## config.mk

```make
export PLATFORM = sky130hd
export DESIGN_NAME = bullets_manager
export DESIGN_NICKNAME = d
export VERILOG_FILES = /design/src/rtl/bullets_pkg.sv /design/src/rtl/bullet_slot.sv /design/src/rtl/bullets_manager.sv
export SDC_FILE = /design/constraint.sdc
export NUM_CORES = 1
export LEC_CHECK = 0
export ABC_AREA = 1
export CORE_MARGIN = 5
export CORE_UTILIZATION = 54
export CTS_CLUSTER_SIZE = 24
export DETAILED_ROUTE_END_ITERATION = 6
export GPL_TIMING_DRIVEN = 0
export PLACE_DENSITY = 0.83
export SETUP_SLACK_MARGIN = 0.02
export SLEW_MARGIN = 25
export SYNTH_ARGS = -nofsm -noshare
export SYNTH_HDL_FRONTEND = slang
export SYNTH_SLANG_ARGS = --single-unit
```

## constraint.sdc

```tcl
create_clock -name clk -period 2.2 [get_ports clk]
set_input_delay 0.55 -clock clk [delete_from_list [all_inputs] [get_ports clk]]
set_output_delay 0.55 -clock clk [all_outputs]
set_load 0.05 [all_outputs]
```

## src/rtl/bullets_pkg.sv

```systemverilog
// Shared types for the bullet manager: slot count, coordinate type, slot state.
// Optional cooldown feature is enabled with macro BULLET_COOLDOWN_EN.
package bullets_pkg;

  localparam int NUM_BULLETS = 3;
  localparam int COORD_W     = 11;

  typedef logic [COORD_W-1:0] coord_t;
  typedef logic [COORD_W:0]   coord_wide_t;

  typedef enum logic {
    IDLE   = 1'b0,
    FLYING = 1'b1
  } slot_state_e;

  // One extra bit so a box touching the right/bottom edge does not wrap to 0.
  function automatic logic in_span(input coord_t lo, input coord_t p, input int unsigned len);
    coord_wide_t lo_w;
    coord_wide_t p_w;
    coord_wide_t hi_w;
    lo_w = {1'b0, lo};
    p_w  = {1'b0, p};
    hi_w = lo_w + coord_wide_t'(len);
    return (p_w >= lo_w) && (p_w < hi_w);
  endfunction

endpackage

```

## src/rtl/bullet_slot.sv

```systemverilog
// One bullet slot: IDLE/FLYING state, position, hit/load/move update and a
// registered box hit-test against the current raster position.
module bullet_slot
  import bullets_pkg::*;
#(
  parameter int BULLET_W = 4,
  parameter int BULLET_H = 8,
  parameter int SPEED    = 4
) (
  input  logic   clk,
  input  logic   resetN,
  input  logic   sof,
  input  logic   load,
  input  logic   hit,
  input  coord_t load_x,
  input  coord_t load_y,
  input  coord_t pixel_x,
  input  coord_t pixel_y,
  output logic   flying,
  output logic   in_box,
  output logic   draw_req
);

  slot_state_e state_q, state_d;
  coord_t      bx_q, bx_d;
  coord_t      by_q, by_d;
  logic        draw_q, draw_d;

  always_ff @(posedge clk or negedge resetN) begin
    if (!resetN) begin
      state_q <= IDLE;
      bx_q    <= '0;
      by_q    <= '0;
      draw_q  <= 1'b0;
    end else begin
      state_q <= state_d;
      bx_q    <= bx_d;
      by_q    <= by_d;
      draw_q  <= draw_d;
    end
  end

  // Hit and move only touch a FLYING slot, load only an IDLE one, so a slot
  // freed by a hit cannot be reloaded in the same cycle and a fresh load is
  // never moved in its loading cycle.
  always_comb begin
    state_d = state_q;
    bx_d    = bx_q;
    by_d    = by_q;
    if (state_q == FLYING) begin
      if (hit) begin
        state_d = IDLE;
      end else if (sof) begin
        if (by_q >= coord_t'(SPEED)) begin
          by_d = by_q - coord_t'(SPEED);
        end else begin
          state_d = IDLE;
        end
      end
    end else if (load) begin
      state_d = FLYING;
      bx_d    = load_x;
      by_d    = load_y;
    end
  end

  always_comb begin
    in_box = (state_q == FLYING)
             && in_span(bx_q, pixel_x, BULLET_W)
             && in_span(by_q, pixel_y, BULLET_H);
    draw_d = in_box;
  end

  assign flying   = (state_q == FLYING);
  assign draw_req = draw_q;

endmodule

```

## src/rtl/bullets_manager.sv

```systemverilog
// Bullet manager: allocates fire requests to the lowest free slot, drives the
// fire handshake and the bullet colour. Cooldown lockout under BULLET_COOLDOWN_EN.
module bullets_manager
  import bullets_pkg::*;
#(
  parameter int         BULLET_W        = 4,
  parameter int         BULLET_H        = 8,
  parameter int         SPEED           = 4,
  parameter logic [7:0] BULLET_COLOR    = 8'hFC,
  parameter int         COOLDOWN_FRAMES = 8
) (
  input  logic                   clk,
  input  logic                   resetN,
  input  logic                   startOfFrame,
  input  logic                   fire,
  input  logic [10:0]            shooterX,
  input  logic [10:0]            shooterY,
  input  logic [10:0]            pixelX,
  input  logic [10:0]            pixelY,
  input  logic [NUM_BULLETS-1:0] hit,
  output logic [NUM_BULLETS-1:0] bulletDrawingRequest,
  output logic [7:0]             bulletRGB,
  output logic                   fireAck,
  output logic                   fireDropped
);

  logic [NUM_BULLETS-1:0] flying;
  logic [NUM_BULLETS-1:0] in_box;
  logic [NUM_BULLETS-1:0] load;
  logic                   any_idle;
  logic                   cool_ok;
  logic                   accept;

  logic       ack_q, ack_d;
  logic       drop_q, drop_d;
  logic [7:0] rgb_q, rgb_d;

`ifdef BULLET_COOLDOWN_EN
  localparam int CD_W = (COOLDOWN_FRAMES < 2) ? 1 : $clog2(COOLDOWN_FRAMES + 1);

  logic [CD_W-1:0] cool_q, cool_d;

  always_ff @(posedge clk or negedge resetN) begin
    if (!resetN) begin
      cool_q <= '0;
    end else begin
      cool_q <= cool_d;
    end
  end

  // An accepted fire reloads the lockout even if a frame boundary lands in the same cycle.
  always_comb begin
    cool_d = cool_q;
    if (accept) begin
      cool_d = CD_W'(COOLDOWN_FRAMES);
    end else if (startOfFrame && (cool_q != '0)) begin
      cool_d = cool_q - 1'b1;
    end
  end

  assign cool_ok = (cool_q == '0);
`else
  assign cool_ok = 1'b1;
`endif

  // Lowest-index IDLE slot wins the load.
  always_comb begin
    logic found;
    found    = 1'b0;
    load     = '0;
    any_idle = ~&flying;
    accept   = fire && any_idle && cool_ok;
    for (int i = 0; i < NUM_BULLETS; i++) begin
      if (!flying[i] && !found) begin
        load[i] = accept;
        found   = 1'b1;
      end
    end
  end

  always_comb begin
    ack_d  = accept;
    drop_d = fire && !accept;
    rgb_d  = (|in_box) ? BULLET_COLOR : 8'h00;
  end

  always_ff @(posedge clk or negedge resetN) begin
    if (!resetN) begin
      ack_q  <= 1'b0;
      drop_q <= 1'b0;
      rgb_q  <= 8'h00;
    end else begin
      ack_q  <= ack_d;
      drop_q <= drop_d;
      rgb_q  <= rgb_d;
    end
  end

  generate
    for (genvar gi = 0; gi < NUM_BULLETS; gi++) begin : g_slot
      bullet_slot #(
        .BULLET_W (BULLET_W),
        .BULLET_H (BULLET_H),
        .SPEED    (SPEED)
      ) u_slot (
        .clk      (clk),
        .resetN   (resetN),
        .sof      (startOfFrame),
        .load     (load[gi]),
        .hit      (hit[gi]),
        .load_x   (shooterX),
        .load_y   (shooterY),
        .pixel_x  (pixelX),
        .pixel_y  (pixelY),
        .flying   (flying[gi]),
        .in_box   (in_box[gi]),
        .draw_req (bulletDrawingRequest[gi])
      );
    end
  endgenerate

  assign bulletRGB   = rgb_q;
  assign fireAck     = ack_q;
  assign fireDropped = drop_q;

endmodule

```

**After elaboration in Yosys (flattened, before gate mapping)**

Cells that the tools add are included.

- Bits of input ports: 51
- Register bits after elaboration: 82
- Output and inout port bits: 13

- $add $sub $neg: 9
- Multiplexer cells: 36
- Equal/unequal tests: 9
- Bitwise logic cells: 3
- Order comparisons: 15
- Reductions and logical operators: 32

Operator list:

| kind | number |
|---|---|
| $mux W11 | 15 |
| $lt A11 B12 Y1 | 6 |
| $ge A11 B11 Y1 | 6 |
| $add A11 B3 Y12 const B | 3 |
| $add A11 B4 Y12 const B | 3 |
| $ge A11 B3 Y1 const B | 3 |
| $sub A11 B3 Y11 const B | 3 |
| $mux W1 | 20 |
| $ne A2 B2 Y1 const B | 9 |
| $logic_and A1 B1 Y1 | 16 |
| $reduce_and A4 Y1 | 3 |
| $mux W8 | 1 |
| $reduce_and A2 Y1 | 3 |
| $reduce_bool A2 Y1 | 3 |
| $logic_not A1 Y1 | 5 |
| $not A1 Y1 | 3 |
| $reduce_and A3 Y1 | 1 |
| $reduce_or A3 Y1 | 1 |

**Logic depth before layout (Yosys ltp)**

- Depth after elaboration: 8
- Mapped depth: 17
- Depth with buffers taken out: 17

**By module**

From an unflattened synthesis, not the netlist that was laid out.

- Cells, all modules: 1120
- Area total of the unflattened synthesis: 7821.3 µm²

By module, submodules not included:

| module | cells each | instances | area an instance (µm²) |
|---|---|---|---|
| bullet_slot (g_slot[0].u_slot ...) | 367 | 2 | 2516.2 |
| bullet_slot (g_slot[1].u_slot) | 363 | 1 | 2602.5 |
| bullets_manager | 23 | 1 | 186.4 |

**Least setup slack after synthesis**

Ideal clock, no wire load.

- Path type: register -> register
- From: register g_slot[1].u_slot.by_q[4]
- To: register rgb_q[6], in the netlist bulletRGB[6]
- Arrival: 2.004 ns
- Cell stages (with the launch flop): 18
- Clock period less this slack: 2.073 ns
- Required time: 2.132 ns
- Path slack: 0.127 ns
- Path through: dfrtp_1 -> ha_1 -> nand2_1 -> nor2_1 -> nand3_1 -> xor2_1 -> ha_1 -> nand2_1 -> nand2_1 -> nand2_1 -> nand2_1 -> nand2_1 -> inv_1 -> nor2_1 -> nand2_1 -> nor2_1 -> nand3_1 -> nand3_1

- Cells in the longest elaborated chain, start to end: 6

Ends and longest elaborated chain:

| element | RTL line | source |
|---|---|---|
| start: declaration | bullet_slot.sv:26 | `coord_t by_q, by_d;` |
| start signal: assignment | bullet_slot.sv:38 | `by_q <= by_d;` |
| $add A11 B4 Y12 | bullets_pkg.sv:23 | `hi_w = lo_w + coord_wide_t'(len);` |
| $lt A11 B12 Y1 | bullets_pkg.sv:24 | `return (p_w >= lo_w) && (p_w < hi_w);` |
| $logic_and A1 B1 Y1 (*) | bullets_pkg.sv:24 |  |
| $logic_and A1 B1 Y1 (*) | bullet_slot.sv:70 | `&& in_span(by_q, pixel_y, BULLET_H);` |
| $reduce_or A3 Y1 (*) | bullets_manager.sv:84 | `rgb_d = (\|in_box) ? BULLET_COLOR : 8'h00;` |
| $mux W8 (*) | bullets_manager.sv:84 |  |
| end signal: assignment | bullets_manager.sv:95 | `rgb_q <= rgb_d;` |
| end: declaration | bullets_manager.sv:36 | `logic [7:0] rgb_q, rgb_d;` |

Mark *: on every way between the ends. The rest lies on a longest branch, timed or not.
A chain may end at the register's enable or synchronous reset.

**Final worst setup path**

Same ends and word-level chain as after synthesis.

==> impl_metrics.toml <==
[grt]
antenna_found_initial = 0
grt_usage = 0.257
overflow = 0
grt_max_degree = 52
grt_first_pass_wirelength_mm = 33.9
grt_pass1_vias = 7069

[floorplanning]
dieArea_um2 = 16600
initial_core_util = 0.550
fp.dieH_um = 129
rows = 43
core_um2 = 13800
io-pin-count = 64
die_w_um = 129

[clock_network]
cts_tree = "yes"
clk_path_buf_depth = 2
cts-root-buf = "clkbuf_16"
cts.clk_slew.worst_paths_ps = 60
clkLatencyLatePin_ps = 350
cts_inserted_buffers = 9
h-tree-depth = 3
clkSinkCount = 75

[yosys]
synth_seq_area_share = 0.247
netlist_area_um2 = 7600
synth-seq-cells = 75
synth_top_area_share = 0.247
yosys.area.top_type = "dfrtp_1"
yosysWarnings = 0
synthCells = 1079
synth.avg_cell_area_um2 = 7.05
netlist_top_cells_area = "dfrtp_1 (25%), ha_1 (22%), nand2_1 (13%)"
synth_cell_type_count = 43

[pwr]
p_leak_nw = 4.75
p_per_area_nw_per_um2 = 1290
ir_drop_mv = 1.03

[timing]
finClkSkew_ps = 5.55
setup_ws_ps = -85.5
period_share = 1.04
setup_viol = 3
period_needed_ps = 2290
rsz0062_at_grt = "true"
tightest_slew_ps = 514
final_hold_viol_count = 0
fmax_mhz = 438
worst_slew_margin_rel = 0.656
drv_slew = 0

[setup_path]
cp_slowest_stage_delay_ps = 470
crit_type = "reg2reg"
cp-end-kind = "flop"
worstPathCellList = "inv_4 > nor3_4 > nand3_2 > nor3_2 > xor2_1 > ha_1 > nand2_1 > nand2_1 > nand2_1 > inv_1 > nor2_1 > nand2_1 > nor2_2 > nand3_2 > nand3_2"
cp_top_family = "simple AND/OR/NAND/NOR gates"
crit_fanout = 5
required_ps = 2490
crit_path_start_kind = "flop"
slowest_stage = "dfrtp_2"
path_common_cell = "nand2_1"
critical_path_arrival_ps = 2580
critPathBufInv = 2

[placement]
io_buffers = 61
pre_cts_ws_ps = -433
hpwl_mm = 15.8
place.gp.congestion = 0.898

[detailed_routing]
drtIter0Drc = 598
drc = 0
dr.pass1.iters = 5
wl_mm = 21.3
ant_nets = 0
wl_per_cell_um = 15.6
dr_wl_met3_mm = 1.44
wl_met1_mm = 8.72
vias = 7454
topRoutingLayerUsed = "met4"
viasPerCell = 5.46
wl_met2_mm = 10.3

[final_layout]
final_cell_mix = "nand2_1 (268), inv_1 (130), ha_1 (130), nor2_1 (92), o21ai_0 (79)"
diodes = 0
fin_util = 0.663
drive_gt1_frac = 0.124
area_growth_pct = 20.5
nFillCells = 1123
layout_commonest_cell = "nand2_1"
nNetsFinal = 1366

[run_status]
status = "finished, violations left"
violations = "negative setup slack"

[flow_run]
cap_violations = 0

[worst_hold_path]
min_path_type = "in2async"
what timing repair did:
item,in CTS,in global routing
hold buffers,0,0
cloned,0,0
buffers inserted,14,13
pin swaps,21,30
resized for setup,29,35
hold endpoints to repair,0,0
setup endpoints to repair,11,18
final timing paths:
| path | startpoint | slack, ps | end | cells after the start |
|---|---|---|---|---|
| setup / recovery | g_slot[1].u_slot.by_q[4]$_DFFE_PN0P_ | -90 | bulletRGB[6]$_DFF_PN0_ | 15 |
| hold / removal | resetN | 110 | g_slot[1].u_slot.bx_q[6]$_DFFE_PN0P_ | 1 |
| setup reg to reg | g_slot[1].u_slot.by_q[4]$_DFFE_PN0P_ | -90 | bulletRGB[6]$_DFF_PN0_ | 15 |
| hold reg to reg | g_slot[1].u_slot.bx_q[0]$_DFFE_PN0P_ | 510 | g_slot[1].u_slot.bx_q[0]$_DFFE_PN0P_ | 2 |
| max in group asynchronous | resetN | 1490 | g_slot[1].u_slot.by_q[4]$_DFFE_PN0P_ | 2 |
| min in group clk | g_slot[1].u_slot.bx_q[0]$_DFFE_PN0P_ | 510 | g_slot[1].u_slot.bx_q[0]$_DFFE_PN0P_ | 2 |
flip-flops by register name (all words and copies together), names as in the netlist:
name and count:
bulletRGB 1, fireAck 1, fireDropped 1, g_slot.u_slot.bx_q 33, g_slot.u_slot.by_q 33, g_slot.u_slot.draw_req 3, g_slot.u_slot.flying 3
metrics by stage:
stage               power [mW]  instances  hold WS (ps)  cell area, um2  TNS, ps
floorplan                 7.75       1080           254            7610        0
global placement          9.19       1321           475            8440  -164700
detailed placement        9.45       1322           488            8470    -3270
CTS                       11.4       1352           110            8970    -33.9
global route              13.0       1365           131            9170     -635
finish                    11.9       1365           110            9170     -190
cells by family (layout without fill, tap and decap cells):
| group | count (synthesis) | in the layout | share of synthesized area |
|---|---|---|---|
| simple gates | 465 | 465 | 0.256 |
| compound gates | 187 | 187 | 0.134 |
| buf+inv | 181 | 286 | 0.0996 |
| fa+ha+maj | 135 | 135 | 0.222 |
| flops | 75 | 75 | 0.247 |
| xor+xnor | 35 | 35 | 0.0403 |
| other cells | 1 | 2 | 0.000493 |
cell usage after synthesis (all sizes together):
cell type	instances
and3	1
nor2	107
nand2	277
a21boi	4
xor2	29
nand3b	4
nor3	14
xnor2	6
and2	1
clkinv	2
a21oi	62
o21ai	106
a21o	4
dfrtp	75
nand3	48
o21bai	2
a22oi	2
nor3b	1
o21a	6
conb	1
ha	135
nand4	12
a211oi	1
buf	19
inv	154
clkbuf	6
layout make-up:
class | count | area, um2 | share of cell area
multi-input combinational | 824 | 5140 | 0.561
sequential | 75 | 1880 | 0.205
timing repair buffer | 89 | 840 | 0.0916
inverter | 156 | 606 | 0.0661
clock buffer | 11 | 233 | 0.0254
tap | 180 | 225 | 0.0246
buffer | 25 | 164 | 0.0179
clock inverter | 5 | 77.6 | 0.00846
where the power goes:
group / total, mW / switching, mW / internal [mW]
sequential: 2.64 / 0.640 / 2.00
clock: 1.60 / 0.610 / 0.990
combinational: 7.63 / 4.63 / 2.99
total: 11.9 / 5.88 / 5.98
routing by layer:
layer / GRT usage / vias to the layer above
met2: 0.442 / 315
li1: - / 3689
met3: 0.0482 / 78
met4: 0.113 / 0
met1: 0.313 / 3372
met5: 0 / -
No activity file was read; power rests on OpenSTA's default activity.
